File: src/rtl/lsu_pkg.sv
// Shared types and helpers for the byte-serial load/store master.
// Optional misaligned-access trap is enabled with LSU_MISALIGN_TRAP_EN.
package lsu_pkg;

  typedef enum logic [1:0] {
    IDLE   = 2'd0,
    ACCESS = 2'd1,
    DONE   = 2'd2
  } lsu_state_e;

  localparam logic [2:0] F3_B  = 3'b000;
  localparam logic [2:0] F3_H  = 3'b001;
  localparam logic [2:0] F3_W  = 3'b010;
  localparam logic [2:0] F3_D  = 3'b011;
  localparam logic [2:0] F3_BU = 3'b100;
  localparam logic [2:0] F3_HU = 3'b101;
  localparam logic [2:0] F3_WU = 3'b110;

  function automatic logic [3:0] size_bytes(input logic [2:0] funct3);
    case (funct3[1:0])
      2'd0:    size_bytes = 4'd1;
      2'd1:    size_bytes = 4'd2;
      2'd2:    size_bytes = 4'd4;
      default: size_bytes = 4'd8;
    endcase
  endfunction

  // Loads reject 3'b111; stores only have the four signed encodings.
  function automatic logic f3_legal(input logic write, input logic [2:0] funct3);
    f3_legal = write ? !funct3[2] : (funct3 != 3'b111);
  endfunction

endpackage

File: src/rtl/lsu_load_extend.sv
// Sign/zero extension of an assembled little-endian load buffer by funct3.
// Also used by the register writeback mux.
module lsu_load_extend
  import lsu_pkg::*;
(
  input  logic [63:0] buf_i,
  input  logic [2:0]  funct3_i,
  output logic [63:0] data_o
);

  always_comb begin
    data_o = buf_i;
    case (funct3_i)
      F3_B:    data_o = {{56{buf_i[7]}},  buf_i[7:0]};
      F3_H:    data_o = {{48{buf_i[15]}}, buf_i[15:0]};
      F3_W:    data_o = {{32{buf_i[31]}}, buf_i[31:0]};
      F3_BU:   data_o = {56'd0, buf_i[7:0]};
      F3_HU:   data_o = {48'd0, buf_i[15:0]};
      F3_WU:   data_o = {32'd0, buf_i[31:0]};
      default: data_o = buf_i;
    endcase
  end

endmodule

File: src/rtl/lsu_byte_master.sv
// Serialises one load/store into 1/2/4/8 byte accesses, lowest address first.
// Define LSU_MISALIGN_TRAP_EN to flag misaligned requests instead of serving them.
module lsu_byte_master
  import lsu_pkg::*;
#(
  parameter int ADDR_W = 64,
  parameter int XLEN   = 64
) (
  input  logic              clk,
  input  logic              reset,
  input  logic              req_valid,
  output logic              req_ready,
  input  logic              req_write,
  input  logic [2:0]        req_funct3,
  input  logic [ADDR_W-1:0] req_addr,
  input  logic [XLEN-1:0]   req_wdata,
  output logic              stall,
  output logic              rsp_valid,
  output logic [XLEN-1:0]   rsp_rdata,
  output logic              rsp_err,
  output logic [ADDR_W-1:0] mem_addr,
  output logic [7:0]        mem_wdata,
  output logic              mem_we,
  output logic              mem_re,
  input  logic [7:0]        mem_rdata
);

  lsu_state_e        state_q, state_d;
  logic [2:0]        k_q, k_d;
  logic [63:0]       buf_q, buf_d;
  logic              write_q, write_d;
  logic [2:0]        f3_q, f3_d;
  logic [ADDR_W-1:0] addr_q, addr_d;
  logic [XLEN-1:0]   wdata_q, wdata_d;
  logic              err_q, err_d;
  logic              zero_q, zero_d;

  logic [3:0]  req_n, req_nm1, cur_nm1;
  logic        req_legal, req_misalign, req_skip, last_byte;
  logic [63:0] ext_data;

  assign req_n     = size_bytes(req_funct3);
  assign req_nm1   = req_n - 4'd1;
  assign req_legal = f3_legal(req_write, req_funct3);
`ifdef LSU_MISALIGN_TRAP_EN
  assign req_misalign = |(req_addr[2:0] & req_nm1[2:0]);
`else
  assign req_misalign = 1'b0;
`endif
  assign req_skip  = !req_legal || req_misalign;
  assign cur_nm1   = size_bytes(f3_q) - 4'd1;
  assign last_byte = ({1'b0, k_q} == cur_nm1);

  lsu_load_extend u_ext (
    .buf_i    (buf_q),
    .funct3_i (f3_q),
    .data_o   (ext_data)
  );

  always_ff @(posedge clk) begin
    if (reset) state_q <= IDLE;
    else       state_q <= state_d;
  end

  always_comb begin
    state_d = state_q;
    case (state_q)
      IDLE:    if (req_valid) state_d = req_skip ? DONE : ACCESS;
      ACCESS:  if (last_byte) state_d = DONE;
      DONE:    state_d = IDLE;
      default: state_d = IDLE;
    endcase
  end

  always_comb begin
    k_d     = k_q;
    buf_d   = buf_q;
    write_d = write_q;
    f3_d    = f3_q;
    addr_d  = addr_q;
    wdata_d = wdata_q;
    err_d   = err_q;
    zero_d  = zero_q;
    case (state_q)
      IDLE: begin
        if (req_valid) begin
          write_d = req_write;
          f3_d    = req_funct3;
          addr_d  = req_addr;
          wdata_d = req_wdata;
          k_d     = '0;
          buf_d   = '0;
          err_d   = req_legal && req_misalign;
          zero_d  = req_write || req_skip;
        end
      end
      ACCESS: begin
        k_d = k_q + 3'd1;
        if (!write_q) buf_d[{k_q, 3'b000} +: 8] = mem_rdata;
      end
      default: ;
    endcase
  end

  always_ff @(posedge clk) begin
    if (reset) begin
      k_q     <= '0;
      buf_q   <= '0;
      write_q <= 1'b0;
      f3_q    <= '0;
      addr_q  <= '0;
      wdata_q <= '0;
      err_q   <= 1'b0;
      zero_q  <= 1'b0;
    end else begin
      k_q     <= k_d;
      buf_q   <= buf_d;
      write_q <= write_d;
      f3_q    <= f3_d;
      addr_q  <= addr_d;
      wdata_q <= wdata_d;
      err_q   <= err_d;
      zero_q  <= zero_d;
    end
  end

  // Outputs are masked while reset is high so an interrupted store commits no further byte.
  always_comb begin
    req_ready = 1'b0;
    stall     = 1'b0;
    rsp_valid = 1'b0;
    rsp_rdata = '0;
    rsp_err   = 1'b0;
    mem_addr  = '0;
    mem_wdata = '0;
    mem_we    = 1'b0;
    mem_re    = 1'b0;
    if (reset) begin
      req_ready = 1'b1;
    end else begin
      case (state_q)
        IDLE: begin
          req_ready = 1'b1;
          stall     = req_valid;
        end
        ACCESS: begin
          stall    = 1'b1;
          mem_addr = addr_q + ADDR_W'(k_q);
          mem_we   = write_q;
          mem_re   = !write_q;
          if (write_q) mem_wdata = wdata_q[{k_q, 3'b000} +: 8];
        end
        DONE: begin
          rsp_valid = 1'b1;
          rsp_rdata = zero_q ? '0 : XLEN'(ext_data);
          rsp_err   = err_q;
        end
        default: ;
      endcase
    end
  end

endmodule

File: config.mk
export PLATFORM = sky130hd
export DESIGN_NAME = lsu_byte_master
export DESIGN_NICKNAME = d
export VERILOG_FILES = /design/src/rtl/lsu_pkg.sv /design/src/rtl/lsu_load_extend.sv /design/src/rtl/lsu_byte_master.sv
export SDC_FILE = /design/constraint.sdc
export NUM_CORES = 1
export LEC_CHECK = 0
export CELL_PAD_IN_SITES_DETAIL_PLACEMENT = 1
export CELL_PAD_IN_SITES_GLOBAL_PLACEMENT = 1
export CORE_MARGIN = 4
export CORE_UTILIZATION = 47
export CTS_BUF_LIST = sky130_fd_sc_hd__clkbuf_8
export CTS_CLUSTER_SIZE = 20
export DETAILED_ROUTE_END_ITERATION = 10
export DONT_BUFFER_PORTS = 1
export GPL_TIMING_DRIVEN = 0
export PLACE_DENSITY_LB_ADDON = 0.05
export SLEW_MARGIN = 40
export SYNTH_ARGS = -nofsm -noshare
export SYNTH_HDL_FRONTEND = slang
export SYNTH_SLANG_ARGS = --single-unit
File: constraint.sdc
create_clock -name clk -period 3.7 [get_ports clk]
set_input_delay 0.555 -clock clk [delete_from_list [all_inputs] [get_ports clk]]
set_output_delay 0.555 -clock clk [all_outputs]
set_load 0.005 [all_outputs]
After elaboration in Yosys (flattened, before gate mapping)
Cells that the tools add are included.

Add/sub/neg operators: 4. Eq/ne operators: 14. Shift operators: 3. Muxes and demuxes: 31. Reduce and logical (&&, ||, !) cells: 12.

Operator list (count): $mux 64 (7); $pmux 64 s6 (1); $pmux 64 s2 (1); $add 64x3->64 (1); $bwmux 64 (1); $shift 8x8->64 const A (1); $shiftx 64x7->8 (1); $shiftx 8x8->64 (1); $mux 8 (3); $pmux 4 s3 (1); $mux 1 (10); $eq 3x3->1 const B (3); $neg 6->8 (1); $mux 2 (3); $ne 2x2->1 const B (3); $pmux 3 s2 (1); $reduce_and 2->1 (3); $eq 2x1->1 const B (2); $eq 2x2->1 const B (2); $eq 3x4->1 (1); $logic_not 2->1 (2); $pmux 2 s2 (1); $sub 4x1->4 const B (1); $add 3x1->3 const B (1); 10 further kinds (12).

Register bits: 202. Output and inout bits: 142. Logic and storage cells: 72.

Depth between registers and ports, before layout
Word-level depth: 6. Gate-level depth with buffers: 10.

Modules after synthesis
From an unflattened synthesis, not the netlist that was laid out.

Cells, all modules: 1531. Area total of the unflattened synthesis: 11317.1 µm².

Modules (own cells, without submodules): lsu_byte_master (times used 1, cells an instance 1381, area an instance 10362.4 µm²); lsu_load_extend (times used 1, cells an instance 150, area an instance 954.7 µm²).

Least setup slack after synthesis
No wires, ideal clock.

Kind: register to output. Start point: register k_q[1]. End point: output port mem_addr[52]. Data arrival time: 2.835 ns. Slack: 0.310 ns. Stages on the path, launching flop included: 10. Path buffers: 2. Path through: dfxtp_1 > clkbuf_1 > inv_1 > fa_1 > nand2b_1 > a2111oi_0 > nand4b_1 > clkbuf_1 > or3_1 > a21oi_1.

Word-level cells in the longest chain between the ends: 3.

Ends and longest elaborated chain: start, declared (line lsu_byte_master.sv:29) `logic [2:0] k_q, k_d;`; start signal, assigned (line lsu_byte_master.sv:116) `k_q <= k_d;`; $add 64x3->64 (line lsu_byte_master.sv:148) `mem_addr = addr_q + ADDR_W'(k_q);`; $mux 64 (line lsu_byte_master.sv:141) `case (state_q)`; $mux 64 (line lsu_byte_master.sv:138) `if (reset) begin`; end, declared (line lsu_byte_master.sv:21) `output logic [ADDR_W-1:0] mem_addr,`.

Every way passes these cells.

Final worst setup path
Start point: register k_q[1]. End point: output port mem_addr[56].

Same word-level chain as after synthesis.

==> summary.md <==
| Metric | Value |
|---|---|
| Dominant combinational cell family by area after synthesis | `simple AND/OR/NAND/NOR gates` |
| Gate count after technology mapping | `~1400` |
| Maximum number of pins on one net before global-route repair | `12` |
| Total number of H-tree levels | `2` |
| Share of final-layout standard cells stronger than drive strength 1 | `0.101` |
| Final min period | `about 3.6 ns` |
| Mux contribution to synthesized area | `0.0404` |
| GRT overflow | `0` |
| Flops & latches, synth | `~200` |
| Mean instance size in the synthesized netlist | `about 7.5 um^2` |
| Most common cell after layout, fill and taps aside | `sky130_fd_sc_hd__nand2_1` |
| Overall fraction of global-route tracks in use | `0.288` |
| Clock transition at path regs | `around 0.06 ns` |
| Path class of the lowest-slack min-delay path | `in -> reg` |
| Leakage Power | `3.97 nW` |
| Routed wire per std cell | `21.3 um` |
| Fraction of registers with async set or reset after synthesis | `0` |
| Portion of the post-synthesis area used by sequential elements | `0.398` |
| Post-synth cell types | `57` |
| Synth Area in Compound Gates | `0.202` |
| Post-synthesis instance area | `~0.010 mm^2` |
| Most used cells in the layout excluding fill and tap cells | `sky130_fd_sc_hd__nand2_1, sky130_fd_sc_hd__dfxtp_1, sky130_fd_sc_hd__a21oi_1` |
| Biggest area consumer among synthesized cells | `sky130_fd_sc_hd__dfxtp_1` |
| Number of cells on the worst reg-to-reg path | `9` |
| Die Y-Extent | `between 150 and 200 um` |
| Buffer depth of the longest clock path | `3` |
| Area fraction of the dominant cell type after synthesis | `0.398` |
| CTS Buf Count | `38` |
| Area added between synthesis and finish | `14.5%` |
| Setup TNS | `0 ns` |
| Die area | `roughly 0.024 mm^2` |
| Uppermost metal layer occupied by signal nets | `met4` |
| # nets final | `1562` |
| Clock sink total | `between 200 and 250` |
| Dpl cells | `between 1500 and 2000` |
| Count of flip-flops with a built-in enable after synthesis | `0` |
| Max-slew violations | `0` |
| Insertion delay of the later-clocked pin in the worst-skew pair | `~0.55 ns` |
| Final hold slack | `roughly 0.13 ns` |
| Worst setup path startpoint | `k_q[1]` |
| Antenna Nets Post-Route | `0` |
| Area share of and/or/nand/nor cells after synthesis | `0.278` |
| Destination of the worst register-to-register timing path | `buf_q[34]` |
| Effective utilization at floorplan | `0.481` |
| Detailed-routed wire length on met2 | `~18000 um` |
| Max-capacitance violation count | `0` |
| Slew HR | `0.491` |
| Placement-stage cell area | `0.0106 mm^2` |
| Antenna violations before repair | `0` |
| Routed length on met1 | `roughly 15000 um` |
| Run status | `complete, no violations` |
| Num rows | `between 50 and 60` |
| Post-layout instance count excluding filler cells | `about 1700` |
| First-pass iteration count of the detailed router | `5` |
| Xor/xnor share of the synthesized area | `0.0301` |
| First-pass GRT wire length | `55600 um` |
| Worst VDD drop | `between 200 and 300 uV` |
| Period utilization | `0.984` |
| Core region area | `roughly 0.021 mm^2` |
| Syn. warnings | `0` |
| Cell types occupying the most area after synthesis | `sky130_fd_sc_hd__dfxtp_1, sky130_fd_sc_hd__nand2_1, sky130_fd_sc_hd__a21oi_1, sky130_fd_sc_hd__nor2_1, sky130_fd_sc_hd__a22oi_1` |
| Reg2Reg Launch Point | `k_q[2]` |
| Transition at the pin with the smallest max-transition slack | `around 0.76 ns` |
| Worst Path Required | `roughly 3.1 ns` |
| Number of hold violations in the final report | `0` |
| Syn Nets | `between 1500 and 2000` |
| Via count of the first global-routing pass | `about 10000` |
| Arithmetic-cell share of the synthesized area counting full adders, half adders and majority gates | `0.00935` |
| Critical path start-end classification | `reg -> out` |
| Startpoint type of the worst setup path | `flip-flop` |
| Drt first-iter violations | `between 500 and 600` |
| Nature of the critical path endpoint | `output port` |
| Main synth FF type | `sky130_fd_sc_hd__dfxtp_1` |
| Fmax | `275 MHz` |
| CTS tree | `built` |
| Slack of the worst reg-to-reg path | `just under 0.6 ns` |
| Via count | `10100` |
| HPWL after detailed placement | `between 20000 and 30000 um` |
| Fin worst setup slack | `between 0.05 and 0.06 ns` |
| Post-route standard cell area excluding fillers | `~0.012 mm^2` |
| Skew final | `just under 0.03 ns` |
| Total design power | `between 5 and 6 mW` |
| Met3 Wirelength | `2680 um` |
| Root Buffer | `sky130_fd_sc_hd__clkbuf_8` |
| Worst-case setup slack after placement | `-0.664 ns` |
| Cts-stage hold buffer count | `0` |
| Utilization after layout | `0.550` |
| Largest fanout on the critical path | `5` |
| # IOs | `between 200 and 300` |
| Arr. time, crit path | `around 3 ns` |
| Wirelength, routed | `36400 um` |
| Floorplan die width | `between 150 and 200 um` |
| Setup-failing EPs final | `0` |
| Detail-routed via count per cell | `5.87` |
| Total power per unit cell area | `between 400 and 500 mW/mm^2` |
| Number of buffers added on ports | `0` |
| Worst Setup EP | `mem_addr[56]` |
| RSZ-0062 raised after global routing | `yes` |
| Final weighted congestion in routability-driven placement | `approximately 0.9` |
| Total DRC errors in the routed layout | `0` |
-- registers in the layout, summed over array words and instances (netlist names) --
register / flops
addr_q: 64
state_q: 2
f3_q: 3
buf_q: 64
wdata_q: 64
k_q: 3
write_q: 1
zero_q: 1
-- cells in the mapped netlist (3+ instances only) --
cell / instances
sky130_fd_sc_hd__a21o_1: 3
sky130_fd_sc_hd__a21oi_1: 197
sky130_fd_sc_hd__a22oi_1: 57
sky130_fd_sc_hd__a31oi_1: 6
sky130_fd_sc_hd__a41o_1: 5
sky130_fd_sc_hd__and2_1: 14
sky130_fd_sc_hd__and3_1: 8
sky130_fd_sc_hd__and4_1: 8
sky130_fd_sc_hd__buf_1: 15
sky130_fd_sc_hd__clkbuf_1: 72
sky130_fd_sc_hd__clkbuf_2: 9
sky130_fd_sc_hd__dfxtp_1: 202
sky130_fd_sc_hd__ha_1: 6
sky130_fd_sc_hd__inv_1: 11
sky130_fd_sc_hd__mux2i_1: 5
sky130_fd_sc_hd__mux4_2: 16
sky130_fd_sc_hd__nand2_1: 341
sky130_fd_sc_hd__nand2b_1: 19
sky130_fd_sc_hd__nand3_1: 26
sky130_fd_sc_hd__nand4_1: 26
sky130_fd_sc_hd__nor2_1: 118
sky130_fd_sc_hd__nor2b_1: 5
sky130_fd_sc_hd__nor3_1: 12
sky130_fd_sc_hd__nor4_1: 10
sky130_fd_sc_hd__nor4b_1: 3
sky130_fd_sc_hd__o21a_1: 34
sky130_fd_sc_hd__o21ai_0: 27
sky130_fd_sc_hd__o21ai_1: 4
sky130_fd_sc_hd__o31ai_1: 3
sky130_fd_sc_hd__or2_2: 4
sky130_fd_sc_hd__or3_1: 17
sky130_fd_sc_hd__or4_1: 7
sky130_fd_sc_hd__xnor2_1: 14
sky130_fd_sc_hd__xor2_1: 21
-- layer usage --
layer	vias up	global-route usage
met2	305	0.489
met5	-	0
li1	4813	-
met1	4869	0.363
met3	71	0.0676
met4	0	0.0904
-- timing repair --
item,CTS,global route
endpoints found under the setup margin,30,56
gates cloned,1,0
pin swaps,6,21
buffers inserted,7,12
resized for setup,23,24
-- how the worst min path moves through the flow --
stage | start | to | depth (start not counted)
final | req_wdata[26] | wdata_q[26] | 2
after global routing | req_wdata[16] | wdata_q[16] | 2
after CTS | req_wdata[26] | wdata_q[26] | 2
after detailed placement | wdata_q[16] | wdata_q[16] | 2
after global placement | wdata_q[22] | wdata_q[22] | 2
after floorplan | wdata_q[16] | wdata_q[16] | 2
-- critical path, cell delays in order (launching register included) --
cell	delay, ns
sky130_fd_sc_hd__dfxtp_4	0.36
sky130_fd_sc_hd__clkbuf_16	0.13
sky130_fd_sc_hd__clkinvlp_4	0.10
sky130_fd_sc_hd__fa_2	0.37
sky130_fd_sc_hd__nand2b_4	0.17
sky130_fd_sc_hd__a2111oi_4	0.46
sky130_fd_sc_hd__nand4b_1	0.20
sky130_fd_sc_hd__clkbuf_8	0.21
sky130_fd_sc_hd__or3_4	0.35
sky130_fd_sc_hd__a21oi_4	0.18
-- cell type report --
type	instances	area (um^2)
buffer	96	412
multi-input combinational	1042	5910
tap	275	344
sequential	202	4050
clock buffer	44	606
timing repair buffer	20	154
fill	2726	9510
clock inverter	21	110
inverter	12	48.8
antenna	1	2.50
-- power breakdown --
| part | switching [mW] | internal, mW |
|---|---|---|
| sequential | 0.110 | 2.29 |
| clock | 0.985 | 1.09 |
| combinational | 0.417 | 0.182 |
-- cell families (layout without fill, tap and decap cells) --
logic type / count (synthesis) / after routing
mux: 21 / 21
xor+xnor: 35 / 35
buf+inv: 110 / 193
flops: 202 / 202
simple gates: 632 / 632
compound gates: 346 / 346
other cells: 1 / 2
fa+ha+maj: 7 / 7
(Power assumes the default switching activity.)
